--- config.mk ---
export PLATFORM = sky130hd
export DESIGN_NAME = ifm_pause_ctrl_flat
export DESIGN_NICKNAME = d
export VERILOG_FILES = /design/src/rtl/ifm_pkg.sv /design/src/rtl/ifm_pause_ctrl_if.sv /design/src/rtl/ifm_dn_timer.sv /design/src/rtl/ifm_pause_ctrl.sv /design/src/flat_wrapper.sv
export SDC_FILE = /design/constraint.sdc
export NUM_CORES = 1
export LEC_CHECK = 0
export CAP_MARGIN = 20
export CORE_MARGIN = 8
export CORE_UTILIZATION = 44
export DETAILED_ROUTE_END_ITERATION = 16
export PLACE_DENSITY = 0.75
export REMOVE_ABC_BUFFERS = 1
export SETUP_SLACK_MARGIN = 0.2
export SYNTH_ARGS = -nofsm -noshare
export SYNTH_HDL_FRONTEND = slang
export SYNTH_SLANG_ARGS = --single-unit
--- constraint.sdc ---
create_clock -name rx_clk -period 3.1 [get_ports rx_clk]
set_clock_uncertainty 0.05 [all_clocks]
set_input_delay 0.465 -clock rx_clk [delete_from_list [all_inputs] [get_ports rx_clk]]
set_output_delay 0.465 -clock rx_clk [all_outputs]
set_load 0.03 [all_outputs]
--- src/rtl/ifm_pkg.sv ---
// Shared types and defaults for the RX flow-control (pause frame) logic.
// Watermark defaults are also used to size the RX input FIFO.
package ifm_pkg;

    typedef enum logic [1:0] {
        S_IDLE = 2'd0,
        S_XOFF = 2'd1,
        S_HOLD = 2'd2
    } pause_state_e;

    localparam int          C_CNT_W_DEF   = 12;
    localparam int          C_HI_WM_DEF   = 3072;
    localparam int          C_LO_WM_DEF   = 1024;
    localparam logic [15:0] C_QUANTA_DEF  = 16'h0080;
    localparam int          C_REFRESH_DEF = 768;
    localparam int          C_HOLD_DEF    = 64;

    typedef struct packed {
        logic        req;
        logic [15:0] val;
    } pause_cmd_t;

endpackage

--- src/rtl/ifm_pause_ctrl_if.sv ---
// Pause request channel from the flow-control scheduler to the MAC.
interface ifm_pause_ctrl_if;
    import ifm_pkg::*;

    logic        pause_req;
    logic [15:0] pause_val;

    modport master (
        output pause_req,
        output pause_val
    );

    modport slave (
        input pause_req,
        input pause_val
    );

endinterface

--- src/rtl/ifm_dn_timer.sv ---
// Loadable 16-bit down-counter; saturates at zero, load wins over decrement.
module ifm_dn_timer
    import ifm_pkg::*;
(
    input  logic        rx_clk,
    input  logic        sys_rst,
    input  logic        load,
    input  logic [15:0] load_val,
    input  logic        dec,
    output logic [15:0] cnt,
    output logic        zero
);

    logic [15:0] cnt_q;
    logic [15:0] cnt_d;

    always_comb begin
        cnt_d = cnt_q;
        if (load) begin
            cnt_d = load_val;
        end else if (dec && (cnt_q != 16'd0)) begin
            cnt_d = cnt_q - 16'd1;
        end
    end

    always_ff @(posedge rx_clk or posedge sys_rst) begin
        if (sys_rst) begin
            cnt_q <= 16'd0;
        end else begin
            cnt_q <= cnt_d;
        end
    end

    assign cnt  = cnt_q;
    assign zero = (cnt_q == 16'd0);

endmodule

--- src/rtl/ifm_pause_ctrl.sv ---
// RX flow-control scheduler: issues XOFF on high watermark, refreshes it
// while congested, and releases with XON (quanta 0) below the low watermark.
module ifm_pause_ctrl
    import ifm_pkg::*;
#(
    parameter int          C_CNT_W   = C_CNT_W_DEF,
    parameter int          C_HI_WM   = C_HI_WM_DEF,
    parameter int          C_LO_WM   = C_LO_WM_DEF,
    parameter logic [15:0] C_QUANTA  = C_QUANTA_DEF,
    parameter int          C_REFRESH = C_REFRESH_DEF,
    parameter int          C_HOLD    = C_HOLD_DEF,
    parameter int          C_XON_EN  = 1
) (
    input  logic               rx_clk,
    input  logic               sys_rst,
    input  logic               cfg_pause_en,
    input  logic [C_CNT_W-1:0] wr_data_count,
    ifm_pause_ctrl_if.master   pif,
    output logic               xoff_active,
    output logic [15:0]        pause_cnt,
    output logic [1:0]         pause_fsm_dbg
);

    localparam logic [C_CNT_W-1:0] HI_LV  = C_CNT_W'(C_HI_WM);
    localparam logic [C_CNT_W-1:0] LO_LV  = C_CNT_W'(C_LO_WM);
    localparam logic [15:0]        REF_LD = 16'(C_REFRESH - 1);
    localparam logic [15:0]        HLD_LD = 16'(C_HOLD - 1);

    pause_state_e state_q, state_d;
    pause_cmd_t   cmd_d;
    logic         pause_req_q;
    logic [15:0]  pause_val_q;
    logic         xoff_active_q, xoff_active_d;
    logic [15:0]  pause_cnt_q, pause_cnt_d;

    logic         tmr_load;
    logic [15:0]  tmr_load_val;
    logic         tmr_dec;
    logic [15:0]  tmr_cnt;
    logic         tmr_zero;

    logic         hi_hit;
    logic         lo_hit;

    assign hi_hit = (wr_data_count >= HI_LV);
    assign lo_hit = (wr_data_count < LO_LV);

    ifm_dn_timer u_timer (
        .rx_clk   (rx_clk),
        .sys_rst  (sys_rst),
        .load     (tmr_load),
        .load_val (tmr_load_val),
        .dec      (tmr_dec),
        .cnt      (tmr_cnt),
        .zero     (tmr_zero)
    );

    always_comb begin
        state_d      = state_q;
        cmd_d.req    = 1'b0;
        cmd_d.val    = pause_val_q;
        tmr_load     = 1'b0;
        tmr_load_val = 16'd0;
        tmr_dec      = 1'b0;
        case (state_q)
            S_XOFF: begin
                tmr_dec = 1'b1;
                // release outranks a refresh falling due in the same cycle
                if (!cfg_pause_en || lo_hit) begin
                    state_d      = S_HOLD;
                    tmr_load     = 1'b1;
                    tmr_load_val = HLD_LD;
                    if (C_XON_EN != 0) begin
                        cmd_d.req = 1'b1;
                        cmd_d.val = 16'h0000;
                    end
                end else if (tmr_zero) begin
                    cmd_d.req    = 1'b1;
                    cmd_d.val    = C_QUANTA;
                    tmr_load     = 1'b1;
                    tmr_load_val = REF_LD;
                end
            end
            S_HOLD: begin
                tmr_dec = 1'b1;
                if (tmr_zero) begin
                    state_d = S_IDLE;
                end
            end
            default: begin
                state_d = S_IDLE;
                if (cfg_pause_en && hi_hit) begin
                    state_d      = S_XOFF;
                    cmd_d.req    = 1'b1;
                    cmd_d.val    = C_QUANTA;
                    tmr_load     = 1'b1;
                    tmr_load_val = REF_LD;
                end
            end
        endcase
        xoff_active_d = (state_d == S_XOFF);
        pause_cnt_d   = pause_cnt_q + {15'd0, cmd_d.req};
    end

    always_ff @(posedge rx_clk or posedge sys_rst) begin
        if (sys_rst) begin
            state_q       <= S_IDLE;
            pause_req_q   <= 1'b0;
            pause_val_q   <= 16'h0000;
            xoff_active_q <= 1'b0;
            pause_cnt_q   <= 16'd0;
        end else begin
            state_q       <= state_d;
            pause_req_q   <= cmd_d.req;
            pause_val_q   <= cmd_d.val;
            xoff_active_q <= xoff_active_d;
            pause_cnt_q   <= pause_cnt_d;
        end
    end

    assign pif.pause_req  = pause_req_q;
    assign pif.pause_val  = pause_val_q;
    assign xoff_active    = xoff_active_q;
    assign pause_cnt      = pause_cnt_q;
    assign pause_fsm_dbg  = state_q;

    logic unused_ok;
    assign unused_ok = ^tmr_cnt;

endmodule
--- src/flat_wrapper.sv ---
// flat-port wrapper written by rule: the top's interface ports become plain ports
module ifm_pause_ctrl_flat import ifm_pkg::*;
#(
    parameter int          C_CNT_W   = C_CNT_W_DEF,
    parameter int          C_HI_WM   = C_HI_WM_DEF,
    parameter int          C_LO_WM   = C_LO_WM_DEF,
    parameter logic [15:0] C_QUANTA  = C_QUANTA_DEF,
    parameter int          C_REFRESH = C_REFRESH_DEF,
    parameter int          C_HOLD    = C_HOLD_DEF,
    parameter int          C_XON_EN  = 1
)
  (rx_clk, sys_rst, cfg_pause_en, wr_data_count, xoff_active, pause_cnt, pause_fsm_dbg, pif_pause_req, pif_pause_val);
  ifm_pause_ctrl_if pif_i ();
  input  logic rx_clk;
  input  logic sys_rst;
  input  logic cfg_pause_en;
  input  logic [C_CNT_W-1:0] wr_data_count;
  output logic xoff_active;
  output logic [15:0] pause_cnt;
  output logic [1:0] pause_fsm_dbg;
  output wire logic [$bits(pif_i.pause_req)-1:0] pif_pause_req;
  output wire logic [$bits(pif_i.pause_val)-1:0] pif_pause_val;
  assign pif_pause_req = pif_i.pause_req;
  assign pif_pause_val = pif_i.pause_val;
  ifm_pause_ctrl #(.C_CNT_W(C_CNT_W), .C_HI_WM(C_HI_WM), .C_LO_WM(C_LO_WM), .C_QUANTA(C_QUANTA), .C_REFRESH(C_REFRESH), .C_HOLD(C_HOLD), .C_XON_EN(C_XON_EN)) u_core (.rx_clk(rx_clk), .sys_rst(sys_rst), .cfg_pause_en(cfg_pause_en), .wr_data_count(wr_data_count), .pif(pif_i), .xoff_active(xoff_active), .pause_cnt(pause_cnt), .pause_fsm_dbg(pause_fsm_dbg));
endmodule
# [Word level (Yosys, flattened, before mapping)]
# Index checks and enable logic that the tools add are counted.
[word_totals] elab_cells=44 regBits=52
[classes] reduce_logical=10 mux=19 n_addsub=2 n_lt_le_gt_ge=2 n_eq_ne=4 bitwise_logic=1
[op_table] operator="$mux W17" n=3
[op_table] operator="$mux W16" n=3
[op_table] operator="$pmux W17 S2" n=1
[op_table] operator="$pmux W16 S2" n=1
[op_table] operator="$mux W10" n=2
[op_table] operator="$add A16 B1 Y16" n=1
[op_table] operator="$logic_not A16 Y1" n=1
[op_table] operator="$reduce_bool A16 Y1" n=1
[op_table] operator="$sub A16 B1 Y16 const B" n=1
[op_table] operator="$ge A12 B12 Y1 const B" n=1
[op_table] operator="$lt A12 B11 Y1 const B" n=1
[op_table] operator="$mux W1" n=5
[op_table] operator="$eq A2 B1 Y1 const B" n=2
[op_table] operator="$mux W2" n=2
[op_table] operator="$pmux W2 S2" n=1
[op_table] operator="$reduce_bool A2 Y1" n=2
[op_table] operator="$ne A3 B1 Y1 const B" n=1
[op_table] operator="$reduce_and A3 Y1" n=1
[op_table] operator="$eq A2 B2 Y1 const B" n=1
[op_table] operator="$logic_and A1 B1 Y1" n=2
[op_table] operator="$pmux W1 S2" n=1
[op_table] operator="$reduce_or A2 Y1" n=1
[op_table] operator="$logic_not A1 Y1" n=1
[op_table] operator="$logic_or A1 B1 Y1" n=1
[op_table] operator="$not A1 Y1" n=1

# [Depth between registers and ports, before layout]
# Gate-level depths: netlist (run 1).
[depth] word_depth=6 depth_mapped=13 depth_no_buf=12

# [Cells and area by module]
# Synthesis (run 1) repeated with hierarchy kept, for this count alone.
[hier_totals] cells_unflattened=229 hier_area_um2=2167.1
[modules_own_cells] mod="ifm_pause_ctrl" cells_per_inst=107 n_inst=1 seq_area_each_um2=525.5 area_each_um2=1132.3
[modules_own_cells] mod="ifm_dn_timer" cells_per_inst=122 n_inst=1 seq_area_each_um2=400.4 area_each_um2=1034.7

# [Worst setup path after synthesis (run 1)]
# OpenSTA, ideal clock, no wires.
[synth_timing] path_type="register to register" from="reg u_core.u_timer.cnt_q[0] (netlist: u_core.u_timer.cnt[0])" to="reg u_core.pause_cnt_q[14] (netlist: u_core.pause_cnt[14])" path_buffers=1 path_stages_with_launch=14 arrival_time_ps=2821 setup_time_ps=133 slack_ps=95 required_ps=2917 path_cell_list="dfrtp_1 inv_1 ha_1 or3b_1 nor4_4 nand2_1 o21a_2 clkinv_4 ha_1 ha_1 and3_1 clkbuf_1 nand4_1 xnor2_1"
[synth_rtl] item="from (decl)" line="ifm_dn_timer.sv:14" rtl="logic [15:0] cnt_q;"
[synth_rtl] item="from (signal assigned)" line="ifm_dn_timer.sv:30" rtl="cnt_q <= cnt_d;"
[synth_rtl] item="to (signal assigned)" line="ifm_pause_ctrl.sv:117" rtl="pause_cnt_q <= pause_cnt_d;"
[synth_rtl] item="to (decl)" line="ifm_pause_ctrl.sv:34" rtl="logic [15:0] pause_cnt_q, pause_cnt_d;"

==> run metrics, run 1 <==
Detailed Routing Iterations Pass 1 4; Post-synth ARST share 1.00; Nets 261; area occupied by multi-input gates 1060 um^2; Synth Register Bits 37; Tot Pwr 1.19 mW; peak supply drop 338 uV; aggregate negative setup slack 0 ps; CTS buffer count 5; most frequent cells in the layout 37 x dfrtp_1, 25 x clkdlybuf4s50_1, 15 x xnor2_1, 15 x conb_1, 14 x nor2_1; DP Cell Count 286; Pwr Density 476 nW/um^2; FF-to-FF path depth 12; Worst-path clk slew 70 ps; via density per instance 5.48; CP dominant cell by count ha_2; Data required, critical path 3230 ps; Max transition margin 0.573; Simple-Gate Fraction of Synth Area 0.214; fmax 362 MHz; Worst setup SP type flip-flop; Synth Warn # 0; Pleak 1.04 nW; RSZ-0062 raised after global routing true; Initial Utilization 0.448; commonest non-fill, non-tap cell in the layout dfrtp_1; status finished, final reports clean; register area 926 um^2; Total Wirelength 4350 um; All-Layer GR Usage 0.125; Die H 84.6 um; Least-Margin Pin Slew 635 ps; number of global-route vias before repair 1,525; CP max FO 7; mux contribution to synthesized area 0.00543; Synth Area in XOR/XNOR 0.106; mapped cell area 2070 um^2; commonest register cell after synthesis dfrtp_1; WS Path Type reg -> reg; crit end category flip-flop; std cell rows 25; sink count of the clock tree 37; post-synthesis compound-gate area fraction 0.112; WL per Instance 14.7 um; Die ar. 7160 um^2; Final ANT Viol Nets 0; Max Root-Sink Buffers 2; Die Wd 84.6 um; Layout fillers 409; Netlist cell types 49; DP HPWL 3120 um; Final Wtd Congestion 0.886; gr ovfl total 0; clk_lat worst skew 290 ps; CTS tree yes; antenna violations before repair 0; max incr delay on CP 420 ps; Finished Layout Cells 296; Synth Area per Inst 10.2 um^2; final hold vios 0; number of max-cap violations 0; Vias 1,623; Crit-path slowest cell dfrtp_1; fin crit share 0.891; number of inserted diodes 0; WHS Path Cells 1; critical-path cell list inv_1 -> ha_2 -> or3b_4 -> nor4_4 -> nand2_1 -> o21a_4 -> clkinv_4 -> ha_2 -> ha_4 -> and3_4 -> nand4_1 -> xnor2_1; largest net degree at the start of global routing 38; Port Buffers 25; min cycle time layout 2760 ps; combinational family with the most area after synthesis simple AND/OR/NAND/NOR gates; drt initial violations 205; CTS root buffer clkbuf_8; share of layout cells above drive strength 1 0.161; sequential fraction of the synthesis area 0.447; Worst EP arrival 2890 ps; worst hold-check path type reg -> reg; Area Growth Syn to Fin 20.7%; Gate Count Post-Synth 204; IO Count 51; final slew viol count 0; Setup Viol. Count Final 0; number of synthesized flops with an enable pin 0; Post-route DRC 0; Synth Area in Adders 0.0302; # hold bufs at CTS 0; first-pass GRT wire length 7220 um; core area 4630 um^2; H-Tree Depth 2
[per-stage QoR]
step / hold WS [ps] / cell area (um^2) / utilization / worst slack, ps
5_1_grt: 445 / 2500 / 0.541 / 161
2_1_floorplan: 450 / 1990 / - / 184
3_3_place_gp: 408 / 2360 / 0.511 / 149
4_1_cts: 425 / 2460 / 0.532 / 227
3_5_place_dp: 415 / 2360 / 0.511 / 120
6_report: 417 / 2500 / 0.541 / 339
[routing by layer]
metal / track usage / part of all wire / vias to the layer above
li1: - / - / 777
met1: 0.146 / 0.42 / 765
met2: 0.200 / 0.49 / 68
met3: 0.0371 / 0.061 / 13
met4: 0.0696 / 0.028 / 0
met5: 0 / 0 / -
[path summary, 6_finish.rpt]
| path | from | endpoint | slack [ps] |
|---|---|---|---|
| worst max register to register | u_core.u_timer.cnt[0] | u_core.pause_cnt[14] | 340 |
| max in group asynchronous | sys_rst | u_core.u_timer.cnt[8] | 2140 |
| worst max-delay path | u_core.u_timer.cnt[0] | u_core.pause_cnt[14] | 340 |
| worst min register to register | u_core.pause_cnt[15] | u_core.pause_cnt[15] | 420 |
| worst min-delay path | u_core.pause_cnt[15] | u_core.pause_cnt[15] | 420 |
| min in group asynchronous | sys_rst | u_core.pause_cnt[15] | 540 |
[report_power, final]
part | switching [mW] | internal, mW | total (mW)
Clock | 0.171 | 0.158 | 0.329
Sequential | 0.0522 | 0.528 | 0.580
Combinational | 0.169 | 0.114 | 0.283
[cell families after synthesis]
family / count (synthesis)
and+or+nand+nor: 78
DFF: 37
AOI/OAI and AO/OA: 30
buffers and inverters: 27
xor gates and xnor gates: 25
adders and majority gates: 5
other: 1
muxes: 1
[state kept, by name (all words and copies together), names as in the netlist]
name	flops
u_core.pause_cnt	16
u_core.u_timer.cnt	16
u_core.pause_fsm_dbg	2
u_core.pif.pause_req	1
u_core.pif.pause_val	1
u_core.xoff_active	1
[timing repair]
item	CTS	global route
gates resized for setup	4	7
pin swaps	0	1
setup buffers	0	2
setup endpoints to repair	4	9
[synthesized netlist by cell type, types with 5 or more instances]
master   number  area [um^2]
buf_4        15          113
inv_1         7         26.3
dfrtp_1      37          926
ha_1          5         62.6
nand4_1       6         37.5
nor2_1       15         56.3
xnor2_1      15          131
nor3_1        8         40.0
xor2_1       10         87.6
nand3_1      13         65.1
nand2_1      12         45.0
[layout make-up]
| type | instances | share of cell area |
|---|---|---|
| clock buffer | 6 | 0.0290 |
| clock inverter | 2 | 0.00600 |
| inverter | 8 | 0.0140 |
| multi-input combinational | 154 | 0.424 |
| sequential | 37 | 0.370 |
| tap | 54 | 0.0270 |
| timing repair buffer | 35 | 0.130 |
[worst max-delay path: cells and delay by family, from the launching register on]
| kind | cells | cell delay [ps] |
|---|---|---|
| buffers and inverters | 2 | 140 |
| XOR/XNOR | 1 | 130 |
| adder cells (fa/ha/maj) | 3 | 560 |
| flip-flops | 1 | 420 |
| AO/OA/AOI/OAI | 1 | 250 |
| AND/OR/NAND/NOR | 5 | 1080 |
Power figures use the tool's default switching activity.
==> run 2: changes to the inputs <==
Settings changed: GPL_TIMING_DRIVEN set to 0.
==> run 2 against run 1 <==
Compared with the run above: maximum frequency shrank 0.42%; critical path depth is the same; final cell count is the same; first-iteration DRC count shrank 46%; worst setup slack lost 12 ps; critical path type unchanged; combinational power grew 3%; die area is the same; global-route usage shrank 0.30 points; largest power group unchanged; via count shrank 1.0%; power grew 7.9%; largest cell class unchanged.
==> run metrics, run 2 (synthesis gave the netlist of run 1 again) <==
status finished, final reports clean; fmax 361 MHz (-0.42%); DP HPWL 3190 um (+2.1%); Layout fillers 429 (+4.9%); CTS root buffer clkbuf_8; first-pass GRT wire length 7090 um (-1.8%); Least-Margin Pin Slew 564 ps (-70.3 ps); reg2reg setup slack 330 ps (about the same); worst hold-check path type reg -> reg; Finished Layout Cells 296 (unchanged); Comb power frac 0.227 (-0.010); max incr delay on CP 400 ps (-20 ps); largest net degree at the start of global routing 26 (-32%); gr ovfl total 0 (unchanged); Detailed Routing Iterations Pass 1 4 (unchanged); Data required, critical path 3260 ps (+30 ps); RSZ-0062 raised after global routing false; final slew viol count 0 (unchanged); All-Layer GR Usage 0.122 (-0.00302); sink count of the clock tree 37 (unchanged); antenna violations before repair 0 (unchanged); IO Count 51 (unchanged); Total Wirelength 4330 um (-0.60%); switching share of power 0.309 (-0.0201); crit path capture u_core.pause_cnt[14]; fin crit share 0.894 (+0.00376); Placed Area 2330 um^2 (-1.4%); CP Launch Point u_core.u_timer.cnt[0]; CTS buffer count 5 (unchanged); Setup Viol. Count Final 0 (unchanged); clk_lat worst skew 290 ps (about the same); met2 Use GR 0.190 (-0.0100); core area 4630 um^2 (unchanged); min cycle time layout 2770 ps (+11.7 ps); P_sw 0.397 mW (+1.3%); Die Wd 84.6 um (unchanged); WS Path Type reg -> reg; Clk network pwr share 0.319 (+0.043); Worst-path clk slew 80 ps (about the same); Crit-path slowest cell dfrtp_1; drt initial violations 111 (-46%); Max Root-Sink Buffers 2 (unchanged); # hold bufs at CTS 0 (unchanged); DP Cell Count 279 (-2.4%); most frequent cells in the layout 37 x dfrtp_1, 25 x clkdlybuf4s50_1, 15 x xnor2_1, 15 x conb_1, 14 x nor2_1; number of max-cap violations 0 (unchanged); Post-route DRC 0 (unchanged); peak supply drop 321 uV (-5.0%); WHS 420 ps (+2.85 ps); Final ANT Viol Nets 0 (unchanged); Vias 1,606 (-1.0%); number of global-route vias before repair 1,510 (-0.98%); WL per Instance 14.6 um (-0.60%); Area Growth Syn to Fin 23.5%; Die ar. 7160 um^2 (unchanged); M1 GR Usage 0.151 (+0.00473); sequential share of power 0.454 (-0.033); worst setup margin 328 ps (-11.7 ps); CTS tree yes; number of inserted diodes 0 (unchanged); crit end category flip-flop; CP max FO 11 (+4); share of layout cells above drive strength 1 0.165 (+0.00413); CP dominant cell by count ha_4; met3 Resource Use GR 0.0332 (-0.00390); reg2reg start u_core.u_timer.cnt[0]; Max transition margin 0.620 (+0.0473); FF-to-FF path depth 12 (unchanged); Initial Utilization 0.448 (unchanged); Pleak 1.07 nW (+2.9%); Tot Pwr 1.29 mW (+7.9%); commonest non-fill, non-tap cell in the layout dfrtp_1; design area 2560 um^2 (+2.4%); Die H 84.6 um (unchanged); final hold vios 0 (unchanged); Nets 261 (unchanged); Cell Int Power 0.889 mW (+11%); Worst EP arrival 2930 ps (+40 ps); Worst setup SP type flip-flop; most used routing layer met2; Pwr Density 502 nW/um^2 (+5.4%); critical-path cell list inv_1 -> ha_2 -> or3b_4 -> nor4_4 -> nand2_2 -> o21a_4 -> inv_8 -> ha_4 -> ha_4 -> and3_4 -> nand4_1 -> xnor2_1; Port Buffers 25 (unchanged); std cell rows 25 (unchanged); reg2reg end u_core.pause_cnt[14]; H-Tree Depth 2 (unchanged); Setup Slack @ Placement -184 ps (-304 ps); Final Util 0.553 (+0.0127); Final Wtd Congestion 0.889 (+0.26%); via density per instance 5.43 (-1.0%); aggregate negative setup slack 0 ps (unchanged)
-- run 2: cell count changes in the layout (fill, tap and decap cells not counted) --
cell	delta
ha_4	+1
nand2_1	-1
ha_2	-1
buf_16	+1
buf_4	-1
clkinvlp_4	-2
inv_8	+1
bufinv_16	+1
nand2_2	+1
-- run 2: area by class of cell --
type                    instances  area, um^2  share of cell area
well taps                      54        67.6              0.0264
clock buffers                   6        72.6              0.0283
repair buffers                 35         345               0.135
multi-input cells             154        1070               0.419
flip-flops and latches         37         926               0.362
inverters                       8        37.5              0.0147
clock inverters                 2        38.8              0.0151
-- run 2: critical path, delay by kind of cell, from the launching register on --
family | cells | cell delay (ps)
AOI/OAI and AO/OA | 1 | 250
xor gates and xnor gates | 1 | 190
adders and majority gates | 3 | 500
buffers and inverters | 2 | 180
DFF | 1 | 400
and+or+nand+nor | 5 | 1120
-- run 2: timing repair --
item | 4_1_cts | 5_1_grt
pin swaps | 1 | 4
gates resized for setup | 6 | 8
endpoints found under the hold margin | 0 | 0
setup buffers | 1 | 8
endpoints found under the setup margin | 11 | 8
-- run 2: power by group through the flow --
stage                     clock [mW]  sequential, mW  combinational [mW]
after floorplan                    0           0.648              0.0969
after global placement             0           0.586               0.260
after detailed placement           0           0.587               0.270
after CTS                      0.424           0.579               0.273
after global routing           0.441           0.590               0.309
final                          0.410           0.584               0.292
-- run 2: worst min-delay path by stage --
stage / from / cells after the start / end
global route: u_core.pause_cnt[15] / 1 / u_core.pause_cnt[15]
global placement: u_core.pause_cnt[15] / 1 / u_core.pause_cnt[15]
detailed placement: u_core.pause_cnt[15] / 1 / u_core.pause_cnt[15]
CTS: u_core.pause_cnt[15] / 1 / u_core.pause_cnt[15]
finish: u_core.pause_cnt[15] / 1 / u_core.pause_cnt[15]
floorplan: u_core.u_timer.cnt[6] / 1 / u_core.u_timer.cnt[6]
-- run 2: routing by layer --
layer	vias to the layer above	wire, um
met4	0	93
met2	53	2110
met5	-	0
met3	10	224
met1	773	1900
li1	770	-
==> run 3: changes to the inputs <==
Settings changed: CORE_UTILIZATION 44 to 26, CTS_CLUSTER_SIZE set to 40, PLACE_DENSITY 0.75 to not set.
==> run 3 against run 2 <==
Compared with the run above: critical path depth did not move; utilization fell by 22 points; hold slack barely moved; final area fell by 0.20%; die area rose by 55%; combinational power fell by 2%; maximum frequency barely moved; critical endpoint unchanged; largest power group unchanged.
==> run metrics, run 3 (synthesis gave the netlist of run 1 again) <==
status finished, final reports clean; peak supply drop 144 uV (-55%); largest net degree at the start of global routing 38 (+46%); Die ar. 11,100 um^2 (+55%); reg2reg setup slack 330 ps (about the same); min cycle time layout 2770 ps (+0.0350 ps); Detailed Routing Iterations Pass 1 4 (unchanged); fmax 361 MHz (about the same); Post-route DRC 0 (unchanged); Worst setup SP type flip-flop; std cell rows 32 (+28%); Tot Pwr 1.28 mW (-0.21%); aggregate negative setup slack 0 ps (unchanged); IO Count 51 (unchanged); worst hold-check path type reg -> reg; WL per Instance 13.1 um (-11%); WHS Path Cells 1 (unchanged); core area 7730 um^2 (+67%); worst setup margin 328 ps (-0.0350 ps); Clk network pwr share 0.327 (+0.008); Max Root-Sink Buffers 2 (unchanged); H-Tree Depth 2 (unchanged); Final ANT Viol Nets 0 (unchanged); final slew viol count 0 (unchanged); sequential share of power 0.451 (-0.003); number of inserted diodes 0 (unchanged); Nets 257 (-1.5%); switching share of power 0.312 (+0.00340); Die H 105 um (+24%); commonest non-fill, non-tap cell in the layout dfrtp_1; Initial Utilization 0.268 (-0.180); FF-to-FF path depth 12 (unchanged); CTS root buffer clkbuf_8; Data required, critical path 3230 ps (-30 ps); final hold vios 0 (unchanged); Worst-path clk slew 80 ps (about the same); RSZ-0062 raised after global routing false; drt initial violations 90 (-19%); most frequent cells in the layout 37 x dfrtp_1, 25 x clkdlybuf4s50_1, 15 x nor2_1, 15 x xnor2_1, 15 x conb_1; sink count of the clock tree 37 (unchanged); number of max-cap violations 0 (unchanged); min-delay src u_core.pause_cnt[15]; Pwr Density 502 nW/um^2 (about the same); P_sw 0.400 mW (+0.89%); antenna violations before repair 0 (unchanged); share of layout cells above drive strength 1 0.151 (-0.0140); first-pass GRT wire length 7450 um (+5.0%); gr ovfl total 0 (unchanged); Setup Viol. Count Final 0 (unchanged); Total Wirelength 4450 um (+2.8%); reg2reg start u_core.u_timer.cnt[0]; fin crit share 0.894 (about the same); clk_lat worst skew 290 ps (about the same); Port Buffers 25 (unchanged); CTS tree yes; Final Wtd Congestion 0.855 (-3.8%); Vias 1,560 (-2.9%); Setup Slack @ Placement -209 ps (-25.7 ps); Pleak 1.04 nW (-3.0%); DP HPWL 3210 um (+0.67%); Die Wd 105 um (+24%); Placed Area 2360 um^2 (+1.4%); Layout fillers 784 (+83%); Worst EP arrival 2910 ps (-20 ps); CP max FO 11 (unchanged); crit end category flip-flop; Comb power frac 0.222 (-0.005); design area 2560 um^2 (-0.20%); CTS buffer count 5 (unchanged); All-Layer GR Usage 0.0808 (-0.0413); WHS Endpoint u_core.pause_cnt[15]; reg2reg end u_core.pause_cnt[14]; Least-Margin Pin Slew 782 ps (+218 ps); Cell Int Power 0.882 mW (-0.70%); number of global-route vias before repair 1,562 (+3.4%); WS Path Type reg -> reg; Area Growth Syn to Fin 23.3%; via density per instance 4.59 (-15%); Max transition margin 0.478 (-0.142); # hold bufs at CTS 0 (unchanged)
==> run 3: power groups by stage <==
stage | Sequential (mW) | Combinational (mW) | Clock, mW
2_1_floorplan | 0.648 | 0.0969 | 0
3_3_place_gp | 0.585 | 0.264 | 0
3_5_place_dp | 0.586 | 0.268 | 0
4_1_cts | 0.578 | 0.271 | 0.437
5_1_grt | 0.586 | 0.307 | 0.455
6_report | 0.578 | 0.285 | 0.420
==> run 3: worst max-delay path by stage <==
stage                     slack [ps]                   end  cells past startpoint                  start
after CTS                        220  u_core.pause_cnt[14]                     12  u_core.u_timer.cnt[0]
after global routing             200  u_core.pause_cnt[14]                     12  u_core.u_timer.cnt[0]
after detailed placement        -210  u_core.pause_cnt[14]                     12  u_core.u_timer.cnt[0]
after global placement          -180  u_core.pause_cnt[14]                     12  u_core.u_timer.cnt[0]
final                            330  u_core.pause_cnt[14]                     12  u_core.u_timer.cnt[0]
after floorplan                  180  u_core.pause_cnt[14]                     12  u_core.u_timer.cnt[0]
==> run 3: final cells by class <==
cell class / count / area, um^2 / share of cell area
Multi-Input combinational cell: 154 / 1060 / 0.414
Sequential cell: 37 / 926 / 0.362
Clock inverter: 2 / 38.8 / 0.0152
Clock buffer: 6 / 72.6 / 0.0284
Tap cell: 102 / 128 / 0.0499
Inverter: 8 / 37.5 / 0.0147
Timing Repair Buffer: 31 / 295 / 0.116
==> run 3: per-stage QoR <==
stage | cells | hold WS [ps] | utilization
floorplan | 199 | 450 | -
CTS | 335 | 431 | 0.324
detailed placement | 326 | 418 | 0.306
finish | 340 | 419 | 0.331
global placement | 326 | 414 | 0.306
global route | 340 | 450 | 0.331
==> run 3: timing repair <==
item,CTS,global route
gates resized for setup,8,3
pin swaps,1,3
endpoints found under the setup margin,11,8
buffers inserted,1,5
==> run 3: worst max-delay path: stages (launching register included) <==
cell,delay [ps]
dfrtp_1,390
inv_1,80
ha_1,180
or3b_4,410
nor4_4,270
nand2_2,120
o21a_4,250
inv_8,90
ha_4,150
ha_2,210
and3_4,220
nand4_1,120
xnor2_1,140
==> run 3: layer usage <==
metal,wire (um),vias to the layer above,GRT usage,share of wire
met3,206,12,0.0207,0.046
met1,1970,753,0.0901,0.44
li1,-,764,-,-
met5,0,-,0,0
met4,149,0,0.0510,0.034
met2,2120,31,0.135,0.48
